### config.mk
export PLATFORM = sky130hd
export DESIGN_NAME = cal_core_sched
export DESIGN_NICKNAME = d
export VERILOG_FILES = /design/src/rtl/cal_core_sched.sv
export SDC_FILE = /design/constraint.sdc
export NUM_CORES = 1
export LEC_CHECK = 0
export ABC_AREA = 1
export BUFFER_PORTS_ARGS = -buffer_cell sky130_fd_sc_hd__buf_2
export CELL_PAD_IN_SITES_DETAIL_PLACEMENT = 1
export CELL_PAD_IN_SITES_GLOBAL_PLACEMENT = 1
export CORE_AREA = 10 10 348 350
export CTS_CLUSTER_SIZE = 16
export DETAILED_ROUTE_END_ITERATION = 8
export DIE_AREA = 0 0 358 360
export PLACE_DENSITY_LB_ADDON = 0.1
export SLEW_MARGIN = 20
export SYNTH_ARGS = -nofsm -noshare
export SYNTH_HDL_FRONTEND = slang
export SYNTH_SLANG_ARGS = --single-unit
### constraint.sdc
create_clock -name clk -period 1.5 [get_ports clk]
set_input_delay 0.3 -clock clk [delete_from_list [all_inputs] [get_ports clk]]
set_output_delay 0.3 -clock clk [all_outputs]
set_load 0.02 [all_outputs]
### src/rtl/cal_core_sched.sv
// cal_core_sched: fetches one H/y row and its alpha columns per run step,
// streams them to the detector core and collects one beta result per row.
//
// Ports:
//   clk, rst_n            clock, async active-low reset
//   start                 run request (IDLE only)
//   h_mem_addr            H/y memory row address (= row_cnt)
//   h_mem_data/y_mem_data H row / y word, 1-cycle read latency
//   alpha_mem_addr/_data  alpha column address / data, 1-cycle latency
//   H_row,y,*_tvalid      row load to the core
//   alpha_u_col*          alpha column stream to the core
//   beta, beta_tvalid     result from the core
//   beta_out*             result tagged with its row index
//   busy, done,
//   timeout_err           status
module cal_core_sched #(
    parameter int J       = 4,
    parameter int I       = 8,
    parameter int A       = 4,
    parameter int TIMEOUT = 1023
) (
    input  logic                  clk,
    input  logic                  rst_n,
    input  logic                  start,
    output logic [$clog2(I)-1:0]  h_mem_addr,
    input  logic [J*64-1:0]       h_mem_data,
    input  logic [127:0]          y_mem_data,
    output logic [$clog2(I*A)-1:0] alpha_mem_addr,
    input  logic [J*8-1:0]        alpha_mem_data,
    output logic [J*64-1:0]       H_row,
    output logic                  H_row_tvalid,
    output logic [127:0]          y,
    output logic                  y_tvalid,
    output logic [J*8-1:0]        alpha_u_col,
    output logic                  alpha_u_col_tvalid,
    output logic                  alpha_u_col_tlast,
    input  logic [A*8-1:0]        beta,
    input  logic                  beta_tvalid,
    output logic [A*8-1:0]        beta_out,
    output logic                  beta_out_tvalid,
    output logic [$clog2(I)-1:0]  beta_out_idx,
    output logic                  busy,
    output logic                  done,
    output logic                  timeout_err
);

    localparam int RW = $clog2(I);
    localparam int AW = $clog2(I*A);
    localparam int CW = $clog2(A+1);
    localparam int TW = $clog2(TIMEOUT+1);

    typedef enum logic [2:0] {
        S_IDLE,
        S_RD_HY,
        S_LOAD_HY,
        S_STREAM,
        S_WAIT_BETA,
        S_FIN
    } state_t;

    state_t          r_state;
    logic [RW-1:0]   r_row_cnt;
    logic [CW-1:0]   r_col_cnt;
    logic [TW-1:0]   r_wait_cnt;
    logic            r_rd_vld;
    logic            r_rd_last;
    logic [J*64-1:0] r_h_row;
    logic [127:0]    r_y;
    logic            r_hy_vld;
    logic [J*8-1:0]  r_alpha;
    logic            r_alpha_vld;
    logic            r_alpha_last;
    logic [A*8-1:0]  r_beta;
    logic            r_beta_vld;
    logic [RW-1:0]   r_beta_idx;
    logic            r_busy;
    logic            r_done;
    logic            r_tmo;

    logic            w_issue;
    logic            w_issue_last;
    logic [AW-1:0]   w_alpha_addr;

    // Column reads are issued while col_cnt < A; STREAM then lingers
    // until the last registered beat has been presented to the core.
    assign w_issue      = (r_state == S_STREAM) && (r_col_cnt < CW'(A));
    assign w_issue_last = w_issue && (r_col_cnt == CW'(A-1));
    assign w_alpha_addr = AW'(r_row_cnt) * AW'(A) + AW'(r_col_cnt);

    assign h_mem_addr     = r_row_cnt;
    assign alpha_mem_addr = w_issue ? w_alpha_addr : '0;

    assign H_row              = r_h_row;
    assign H_row_tvalid       = r_hy_vld;
    assign y                  = r_y;
    assign y_tvalid           = r_hy_vld;
    assign alpha_u_col        = r_alpha;
    assign alpha_u_col_tvalid = r_alpha_vld;
    assign alpha_u_col_tlast  = r_alpha_last;
    assign beta_out           = r_beta;
    assign beta_out_tvalid    = r_beta_vld;
    assign beta_out_idx       = r_beta_idx;
    assign busy               = r_busy;
    assign done               = r_done;
    assign timeout_err        = r_tmo;

    always_ff @(posedge clk or negedge rst_n) begin
        if (!rst_n) begin
            r_state      <= S_IDLE;
            r_row_cnt    <= '0;
            r_col_cnt    <= '0;
            r_wait_cnt   <= '0;
            r_rd_vld     <= 1'b0;
            r_rd_last    <= 1'b0;
            r_h_row      <= '0;
            r_y          <= '0;
            r_hy_vld     <= 1'b0;
            r_alpha      <= '0;
            r_alpha_vld  <= 1'b0;
            r_alpha_last <= 1'b0;
            r_beta       <= '0;
            r_beta_vld   <= 1'b0;
            r_beta_idx   <= '0;
            r_busy       <= 1'b0;
            r_done       <= 1'b0;
            r_tmo        <= 1'b0;
        end else begin
            // single-cycle pulses default low
            r_hy_vld   <= 1'b0;
            r_beta_vld <= 1'b0;
            r_done     <= 1'b0;

            // alpha read pipeline: address cycle -> data cycle -> beat
            r_rd_vld     <= w_issue;
            r_rd_last    <= w_issue_last;
            r_alpha_vld  <= r_rd_vld;
            r_alpha_last <= r_rd_last;
            if (r_rd_vld) begin
                r_alpha <= alpha_mem_data;
            end

            unique case (r_state)
                S_IDLE: begin
                    if (start) begin
                        r_row_cnt <= '0;
                        r_tmo     <= 1'b0;
                        r_busy    <= 1'b1;
                        r_state   <= S_RD_HY;
                    end
                end
                S_RD_HY: begin
                    r_state <= S_LOAD_HY;
                end
                S_LOAD_HY: begin
                    r_h_row   <= h_mem_data;
                    r_y       <= y_mem_data;
                    r_hy_vld  <= 1'b1;
                    r_col_cnt <= '0;
                    r_state   <= S_STREAM;
                end
                S_STREAM: begin
                    if (w_issue) begin
                        r_col_cnt <= r_col_cnt + CW'(1);
                    end
                    if (r_alpha_vld && r_alpha_last) begin
                        r_wait_cnt <= '0;
                        r_state    <= S_WAIT_BETA;
                    end
                end
                S_WAIT_BETA: begin
                    // a beta arriving on the timeout cycle still wins
                    if (beta_tvalid) begin
                        r_beta     <= beta;
                        r_beta_vld <= 1'b1;
                        r_beta_idx <= r_row_cnt;
                        if (r_row_cnt == RW'(I-1)) begin
                            r_done  <= 1'b1;
                            r_state <= S_FIN;
                        end else begin
                            r_row_cnt <= r_row_cnt + RW'(1);
                            r_state   <= S_RD_HY;
                        end
                    end else if (r_wait_cnt == TW'(TIMEOUT)) begin
                        r_tmo   <= 1'b1;
                        r_busy  <= 1'b0;
                        r_state <= S_IDLE;
                    end else begin
                        r_wait_cnt <= r_wait_cnt + TW'(1);
                    end
                end
                S_FIN: begin
                    r_busy  <= 1'b0;
                    r_state <= S_IDLE;
                end
                default: begin
                    r_busy  <= 1'b0;
                    r_state <= S_IDLE;
                end
            endcase
        end
    end

endmodule

==> run summary <==
The synthesized net count came out at 2,490. The total via count after detailed routing came out at 20.4k. The number of warnings reported in the yosys synthesis log came out at 0. The sequential area share after synthesis is 0.653. For the pin with the worst max-slew slack, the measured transition is just under 500 ps. The largest stage delay on the critical path came out at 400 ps.

The required time at the endpoint of the critical path came out at between 1000 and 1500 ps. Walking the worst path, the cells encountered are ha_4, ha_4, xnor2_2, nor2_2, buf_6. During I/O placement, the number of pins put on the boundary was 919. The remaining global-route overflow is 0.

The async set or reset register ratio after synthesis is 1.00. In this run the deepest clock path goes through 3 buffers. The clock sink count came out at about 480. The most frequent cell after synthesis is nand2_1. The worst setup path is captured at an output pin. Compared with the post-synthesis result, the final layout area differs by 117%. The final estimated routing congestion in global placement is about 0.80.

The average detailed-routed wire length per instance is ~22 um. The timing-limited maximum frequency is roughly 500 MHz. The headroom to the max-slew limit is 0.674. The setup check on the worst reg-to-reg path leaves a slack of -360 ps. For this design, the slowest cell found on the critical path is dfrtp_1. The final HPWL from detailed placement came out at approximately 79,000 um. The number of design-rule violations left by the first detailed-router iteration is 760.

The die footprint came out at ~130,000 sq um. The clock transition at the register clock pins on the worst setup and hold paths after CTS came out at ~60 ps. The number of buffers inserted during clock tree synthesis is 66. The number of antenna violations at the first check in global routing was 17.

The core region is between 100,000 and 150,000 sq um. Across every metal layer, demand over resource in global routing totals 0.158. The effective utilization at floorplan is 0.161.

The worst setup path category is flip-flop to output pin. The final reports fail on setup timing. The proportion of netlist area held by the largest area contributor came out at 0.653. Summing every instance area after synthesis gives roughly 18,000 sq um. Each instance of the synthesized netlist takes up on average about 9 sq um. The time the worst path needs with I/O delays and setup is between 1500 and 2000 ps.

Counting instances in the post-synthesis netlist gives the leading cell types as nand2_1, dfrtp_1, buf_2, mux2_1, inv_1. The detail route stage leaves a number of antenna-violating nets equal to 0. The via count of the first global-routing pass is approximately 23k. The most used flip-flop cell after synthesis is dfrtp_1. The post-route worst hold slack came out at 100 ps. Setup violations remaining at the end of the flow were counted as ~460. TritonCTS built the clock tree. After detailed placement, the design holds a cell count of between 4k and 5k. The average vias per placed instance is between 3 and 4.

Setup repair after global routing could not meet its margin everywhere. The non-filler instance count after layout is ~5.3k. The length of the first detailed-routing pass in iterations is 5. Across the run, the number of max-cap violations was 0.

Once layout is done, the placed cells without fillers occupy roughly 40,000 sq um. The flow ran to the end, but the final reports show violations. The CTS root buffer is clkbuf_16. The remaining design rule violation count is 0. The global-route wire length before repair came out at about 150,000 um.

The standby leakage power is about 20 nW. The startpoint kind of the worst setup timing path is a flip-flop. Measured along the x axis, the die boundary spans around 360 um. Sorting the synthesized cells by area gives the leading types as dfrtp_1, nand2_1, buf_2.

In this run the worst hold path is classified as primary input to flip-flop. The H-tree depth came out at 3. The final hold violation count came out at 0.

The placement row count came out at about 120. Timing analysis after detailed placement gives a worst setup slack of -52.8 ps. Setup slack on the critical path of the routed design comes to -492 ps.

The arrival time of the worst setup path came out at approximately 1700 ps. The total placed instance area is about 26,000 sq um. The final period utilization came out at 1.33. The post-synthesis instance total came out at between 2k and 2.5k. The final-report max-slew violation count is 0. The count of flip-flops with a built-in enable after synthesis came out at 0. Synthesis instantiated 26 different standard cells from the library.

The worst clock skew is approximately 22 ps. The total power per unit cell area came out at 2390 nW/um^2. Port buffering added a little over 900 buffers. The number of fill cells came out at between 10k and 15k. The fraction of layout instances using a drive strength above 1 came out at 0.452. In this run the worst path has a maximum fanout of 2. The die height came out at 360 um. The total routed wirelength came out at between 100,000 and 150,000 um. The largest total area in the synthesized netlist belongs to dfrtp_1. After routing, the total negative slack on setup checks comes to -104,980 ps.

The pin count of the biggest net entering global routing came out at 77. Counting stages on the worst path, the most repeated cell is ha_4. The register bit count reported by yosys is about 480. The source-to-sink clock delay at the later pin of the worst-skew pair came out at about 630 ps.

The worst-case IR drop observed on VDD is between 0.0009 and 0.001 V. At the end of the flow, the number of nets in the layout was 4,145.
routing by layer:
metal / global-route usage / vias to the layer above / part of all wire
met4: 0.0744 / 4 / 0.043
met2: 0.272 / 674 / 0.50
li1: - / 9531 / -
met5: 0 / - / 0.00019
met3: 0.0581 / 203 / 0.078
met1: 0.169 / 9965 / 0.37
worst paths after layout:
check / startpoint / to / cells past startpoint
worst max-delay path: r_col_cnt[2] / alpha_mem_addr[4] / 5
worst min-delay path: beta_tvalid / r_state[2] / 3
worst max register to register: r_state[0] / H_row[107] / 11
worst min register to register: r_rd_last / alpha_u_col_tlast / 0
max in group asynchronous: rst_n / alpha_u_col[28] / 4
min in group asynchronous: rst_n / H_row[234] / 3
final cells by class:
class	count	area, sq um	share of cell area
repair inverters	5	119	0.00298
clock buffers	101	2020	0.0508
well taps	1512	1890	0.0475
clock inverters	14	223	0.00559
repair buffers	1678	16000	0.403
flip-flops and latches	479	12000	0.301
diodes	15	37.5	0.000942
multi-input cells	1426	7340	0.184
inverters	30	169	0.00424
critical path: cells and delay by family, from the launching register on:
| kind | cells | cell delay (ps) |
|---|---|---|
| DFF | 1 | 400 |
| buffers and inverters | 1 | 130 |
| xor gates and xnor gates | 1 | 120 |
| and+or+nand+nor | 1 | 100 |
| adders and majority gates | 2 | 320 |
logic make-up after synthesis:
logic type / after synthesis / share of synthesized area
multiplexers: 32 / 0.0196
XOR/XNOR: 1 / 0.000478
buffers and inverters: 127 / 0.0325
flip-flops: 479 / 0.653
AO/OA/AOI/OAI: 23 / 0.00662
AND/OR/NAND/NOR: 1362 / 0.283
adder cells (fa/ha/maj): 7 / 0.00477
cell usage in the layout (no fill, tap or decap), types with 12 or more instances in the layout:
cell type,Yosys,routed
nand3_1,21,12
nand2_2,2,189
diode_2,0,15
clkbuf_1,12,12
nand2_1,1306,1002
clkbuf_16,0,108
inv_1,25,23
nand2_4,2,114
clkbuf_8,0,22
buf_16,0,20
buf_2,80,497
buf_6,0,440
mux2_1,30,30
buf_8,0,28
dlygate4sd3_1,0,450
buf_12,0,46
dfrtp_1,479,478
buf_4,5,156
nor2_1,24,15
stage by stage:
stage | total power (W) | utilization
floorplan | 0.0408 | -
global placement | 0.0573 | 0.225
detailed placement | 0.0579 | 0.225
CTS | 0.0861 | 0.321
global route | 0.101 | 0.350
finish | 0.0953 | 0.350
sequential cells by signal, summed over array words and instances (netlist names):
register / count
beta_out: 32
r_rd_last: 1
r_rd_vld: 1
beta_out_idx: 3
H_row_tvalid: 1
timeout_err: 1
y: 128
alpha_u_col: 32
alpha_u_col_tvalid: 1
r_col_cnt: 3
beta_out_tvalid: 1
h_mem_addr: 3
r_state: 3
busy: 1
r_wait_cnt: 10
H_row: 256
done: 1
alpha_u_col_tlast: 1
report_power, final:
part,internal (W),total [W],leakage (nW),switching [W]
registers,0.0193,0.0242,5.92,0.00495
clock network,0.00999,0.0164,1.11,0.00644
logic,0.0259,0.0546,13.5,0.0287
repair_timing:
item,4_1_cts,5_1_grt
pin swaps,22,112
cloned,12,59
endpoints found under the hold margin,879,0
hold buffers,450,0
setup buffers,117,26
resized for setup,939,543
setup endpoints to repair,513,846
No activity file was read; power rests on OpenSTA's default activity.
